<file path="src/rtl/scan_dr_bank.sv">
// scan_dr_bank: NUM_CH JTAG-style data registers plus a 1-bit bypass register
// sharing one TDI/TDO path. Each channel has capture, shift and update stages;
// every update checks that exactly DR_W bits were shifted since capture.
// Optional build macro SCAN_DR_TDO_REG_EN: when defined, tdo is re-timed
// through a flop and lags the combinational value by one clock.
`timescale 1ns/1ps
module scan_dr_bank #(
    parameter int NUM_CH = 3,
    parameter int DR_W   = 8,
    parameter int SEL_W  = 2,
    parameter int CNT_W  = 8
) (
    input  logic                     clock,
    input  logic                     reset_n,
    input  logic                     tdi,
    input  logic                     capture_dr,
    input  logic                     shift_dr,
    input  logic                     update_dr,
    input  logic [SEL_W-1:0]         sel,
    input  logic [NUM_CH*DR_W-1:0]   capture_data,
    output logic                     tdo,
    output logic [NUM_CH*DR_W-1:0]   update_data,
    output logic [NUM_CH-1:0]        update_valid,
    output logic                     length_err,
    output logic [CNT_W-1:0]         shift_cnt
);

    // Any select value at or above NUM_CH is folded onto this single bypass code.
    localparam logic [SEL_W-1:0] BYPASS_SEL = SEL_W'(NUM_CH);
    localparam logic [CNT_W-1:0] FULL_LEN   = CNT_W'(DR_W);

    logic [NUM_CH-1:0][DR_W-1:0] sr;
    logic                        bypass_q;
    logic [SEL_W-1:0]            sel_q;
    logic [SEL_W-1:0]            sel_next;
    logic                        sel_is_byp;
    logic                        do_capture;
    logic                        do_shift;
    logic                        do_update;
    logic                        tdo_comb;

    // Saturating increment: the counter sticks at all-ones instead of wrapping,
    // so a long over-shift can never alias back to a legal DR_W count.
    function automatic logic [CNT_W-1:0] sat_inc(input logic [CNT_W-1:0] v);
        return (v == '1) ? v : v + CNT_W'(1);
    endfunction

    // One operation per cycle: capture beats shift beats update.
    assign do_capture = capture_dr;
    assign do_shift   = shift_dr & ~capture_dr;
    assign do_update  = update_dr & ~capture_dr & ~shift_dr;

    assign sel_next   = (sel < BYPASS_SEL) ? sel : BYPASS_SEL;
    assign sel_is_byp = (sel_q >= BYPASS_SEL);

    // Capture/shift path: select latch, shift registers, bypass bit, counter, length flag.
    always_ff @(posedge clock or negedge reset_n) begin
        if (!reset_n) begin
            sel_q      <= BYPASS_SEL;
            sr         <= '0;
            bypass_q   <= 1'b0;
            shift_cnt  <= '0;
            length_err <= 1'b0;
        end else if (do_capture) begin
            sel_q <= sel_next;
            for (int k = 0; k < NUM_CH; k++) begin
                if (sel_next == SEL_W'(k)) sr[k] <= capture_data[k*DR_W +: DR_W];
            end
            if (sel_next >= BYPASS_SEL) bypass_q <= 1'b0;
            shift_cnt  <= '0;
            length_err <= 1'b0;
        end else if (do_shift) begin
            for (int k = 0; k < NUM_CH; k++) begin
                if (sel_q == SEL_W'(k)) sr[k] <= {tdi, sr[k][DR_W-1:1]};
            end
            if (sel_is_byp) bypass_q <= tdi;
            shift_cnt <= sat_inc(shift_cnt);
        end else if (do_update && !sel_is_byp) begin
            length_err <= (shift_cnt != FULL_LEN);
        end
    end

    // Update latches and their one-cycle valid pulse, written only on a full-length scan.
    always_ff @(posedge clock or negedge reset_n) begin
        if (!reset_n) begin
            update_data  <= '0;
            update_valid <= '0;
        end else begin
            update_valid <= '0;
            if (do_update && !sel_is_byp && (shift_cnt == FULL_LEN)) begin
                for (int k = 0; k < NUM_CH; k++) begin
                    if (sel_q == SEL_W'(k)) begin
                        update_data[k*DR_W +: DR_W] <= sr[k];
                        update_valid[k]             <= 1'b1;
                    end
                end
            end
        end
    end

    // Serial output mux: LSB of the selected channel, or the bypass bit.
    always_comb begin
        tdo_comb = bypass_q;
        for (int k = 0; k < NUM_CH; k++) begin
            if (sel_q == SEL_W'(k)) tdo_comb = sr[k][0];
        end
    end

`ifdef SCAN_DR_TDO_REG_EN
    logic tdo_q;

    // Re-time tdo through a flop; it follows the mux one clock later.
    always_ff @(posedge clock or negedge reset_n) begin
        if (!reset_n) tdo_q <= 1'b0;
        else          tdo_q <= tdo_comb;
    end

    assign tdo = tdo_q;
`else
    assign tdo = tdo_comb;
`endif

endmodule

</file>
<file path="config.mk">
export PLATFORM = sky130hd
export DESIGN_NAME = scan_dr_bank
export DESIGN_NICKNAME = d
export VERILOG_FILES = /design/src/rtl/scan_dr_bank.sv
export SDC_FILE = /design/constraint.sdc
export NUM_CORES = 1
export LEC_CHECK = 0
export ABC_AREA = 1
export BUFFER_PORTS_ARGS = -buffer_cell sky130_fd_sc_hd__clkbuf_2
export CAP_MARGIN = 20
export CORE_AREA = 2 2 95 70
export CTS_CLUSTER_DIAMETER = 120
export DETAILED_ROUTE_END_ITERATION = 12
export DIE_AREA = 0 0 97 72
export GPL_ROUTABILITY_DRIVEN = 1
export PLACE_DENSITY = 0.74
export REMOVE_ABC_BUFFERS = 1
export SYNTH_ARGS = -nofsm -noshare
export SYNTH_HDL_FRONTEND = slang
export SYNTH_SLANG_ARGS = --single-unit
</file>
<file path="constraint.sdc">
create_clock -name clock -period 2.7 [get_ports clock]
set_input_delay 0.54 -clock clock [delete_from_list [all_inputs] [get_ports clock]]
set_output_delay 0.54 -clock clock [all_outputs]
set_load 0.01 [all_outputs]
</file>
==> summary.md <==
| Metric | Value |
|---|---|
| Slew margin rel. | `58.3%` |
| YS warnings | `0` |
| Leak | `about 0.0019 µW` |
| Worst setup SP type | `flip-flop` |
| Max clock buf depth | `2` |
| Core Footprint | `6040 µm²` |
| Antenna Cells | `0` |
| CP Capture Type | `primary output` |
| Fraction of layout cells with a size suffix above 1 | `28.9%` |
| Gr busiest metal | `met2` |
| #FFs+latches synth | `63` |
| Design Power | `roughly 2100 µW` |
| Clock Root Buffer | `clkbuf_8` |
| Gr usage total | `between 10% and 20%` |
| Number of max-cap violations | `0` |
| Post-CTS Hold Fix Bufs | `0` |
| Setup TNS | `0 ns` |
| Final hold slack | `0.181 ns` |
| IO buf count | `slightly below 70` |
| Sequential-to-total area share from yosys stat | `52.8%` |
| Clk_lat worst skew | `0.34 ns` |
| Post-synthesis average cell area | `8.66 µm²` |
| Vias | `2467` |
| Worst setup path class | `reg2out` |
| Pwr per Cell Area | `592 nW/µm²` |
| Status | `finished, final reports clean` |
| Library cells used by synthesis | `28` |
| Post-DP HPWL | `between 4000 and 5000 µm` |
| Met3 Track Usage GR | `7.61%` |
| Critical R2R Capture | `update_data[16]` |
| Post-detailed-route count of antenna-violating nets | `0` |
| CTS H-tree lvls | `3` |
| WP data required | `2.16 ns` |
| Chip Height | `72 µm` |
| Worst-path fanout max | `4` |
| Fmax | `468 MHz` |
| Clock skew | `0.00801 ns` |
| Most used cells in the layout excluding fill and tap cells | `nand2_1 (101), clkbuf_2 (68), dfrtp_1 (61)` |
| Clock-pin slew on the worst setup and hold paths | `0.07 ns` |
| Vias in the first global route | `2350` |
| DRC | `0` |
| Final Util | `roughly three fifths` |
| Final hold viol count | `0` |
| Antenna violations before repair | `0` |
| Commonest non-fill, non-tap cell in the layout | `nand2_1` |
| # Post-CTS Setup Buffers | `0` |
| Largest net degree at the start of global routing | `43` |
| Met1 usage | `25.8%` |
| Syn Inst Count | `345` |
| DRT iter0 DRCs | `176` |
| RSZ-0062 raised after global routing | `no` |
| Slew Limit Fails | `0` |
| Avg WL per Cell | `12.5 µm` |
| Period utilisation layout | `79.1%` |
| Reg2Reg Setup Slack | `0.85 ns` |
| TritonCTS Buffers | `9` |
| Width of the die | `a little under 100 µm` |
| CTS tree | `yes` |
| Clock Sinks | `63` |
| Total wire length | `6210 µm` |
| Setup violators final | `0` |
| DRT Pass-1 Iters | `4` |
| Die area | `6980 µm²` |
| Via density | `about 5` |
| Reg2Reg Depth | `7` |
| # IOs | `69` |
| VDD IR max | `between 0.3 and 0.4 mV` |
| Hold Path Class | `in2async` |
| Minimum clock period | `approximately 2.1 ns` |
| Post-CTS Resized | `0` |
| Crit Reg-Reg Startpoint | `shift_cnt[0]` |
| Num rows | `24` |
| Initial Utilization | `49.5%` |
| Synthesized area | `2990 µm²` |
| Grt total ovfl | `0` |
| First-pass GRT wire length | `10700 µm` |
| Grt met2 use | `29.4%` |
| Fin nets | `447` |
| Worst Tran Pin Value | `0.626 ns` |
| Routability cong. | `0.938` |
| Crit path DAT | `1.60 ns` |
| Layout overhead on the synthesized area | `17.3%` |
-- cells by family after synthesis --
group | after synthesis | synth area share, %
fa+ha+maj | 2 | 0.837
xor+xnor | 1 | 0.293
simple gates | 133 | 18.4
compound gates | 89 | 18.6
buf+inv | 57 | 9.00
flops | 63 | 52.8
-- metrics by stage --
step	instances	setup WS (ns)	area [µm²]
2_1_floorplan	332	1.09	2880
3_5_place_dp	480	0.755	3350
5_1_grt	496	0.443	3510
4_1_cts	496	0.561	3510
6_report	496	0.565	3510
3_3_place_gp	480	0.828	3350
-- cell type report --
cell class	instances	area, µm²
Sequential cell	63	1580
Timing Repair Buffer	70	368
Fill cell	548	2530
Inverter	44	165
Multi-Input combinational cell	225	1140
Clock buffer	11	131
Clock inverter	5	25.0
Tap cell	78	97.6
-- critical path: stages, from the launching register on --
cell      delay, ns
dfstp_2        0.57
inv_1          0.06
nor2_1         0.22
nand2_1        0.08
a31oi_1        0.16
clkbuf_2       0.17
-- report_power, final --
group	leakage, µW	internal (µW)	switching [µW]	total, µW
clock	0.0000866	325	351	676
sequential	0.000829	1040	47.8	1090
combinational	0.000937	103	207	310
-- registers in the layout (all words and copies together) (netlist names) --
| name | count |
|---|---|
| bypass_q | 1 |
| length_err | 1 |
| sel_q | 2 |
| shift_cnt | 8 |
| sr | 24 |
| update_data | 24 |
| update_valid | 3 |
-- routing by layer --
| layer | routed length (µm) | vias up |
|---|---|---|
| li1 | - | 1239 |
| met1 | 3000 | 1140 |
| met2 | 2660 | 78 |
| met3 | 447 | 10 |
| met4 | 102 | 0 |
| met5 | 0 | - |
-- synthesized netlist by cell type --
cell type	instances	area share (%)
buf_6	6	2.3
buf_4	2	0.50
o21ai_0	38	6.4
o22ai_2	1	0.42
a31oi_1	2	0.42
buf_2	2	0.34
inv_2	1	0.13
a21oi_1	7	1.2
or2_2	1	0.21
nand3b_1	1	0.25
nand2_2	1	0.21
o21ai_2	24	7.0
nor2_4	1	0.38
a21oi_2	1	0.29
nor2_2	2	0.42
inv_1	43	5.4
nand3_1	8	1.3
o21bai_1	2	0.50
nor2_1	15	1.9
nand2_1	101	13
clkbuf_1	3	0.38
dfrtp_1	61	51
xor2_1	1	0.29
a22oi_1	1	0.25
o21ai_1	13	2.2
nand3_2	3	1.0
ha_1	2	0.84
dfstp_2	2	1.8
-- worst max-delay path by stage --
| stage | startpoint | end | slack, ns | depth (start not counted) |
|---|---|---|---|---|
| global route | sel_q[0] | tdo | 0.44 | 5 |
| finish | sel_q[0] | tdo | 0.56 | 5 |
| global placement | capture_dr | update_data[13] | 0.83 | 7 |
| CTS | sel_q[0] | tdo | 0.56 | 5 |
| floorplan | sel_q[0] | tdo | 1.09 | 4 |
| detailed placement | capture_dr | update_data[16] | 0.75 | 7 |
Power figures use the tool's default switching activity.
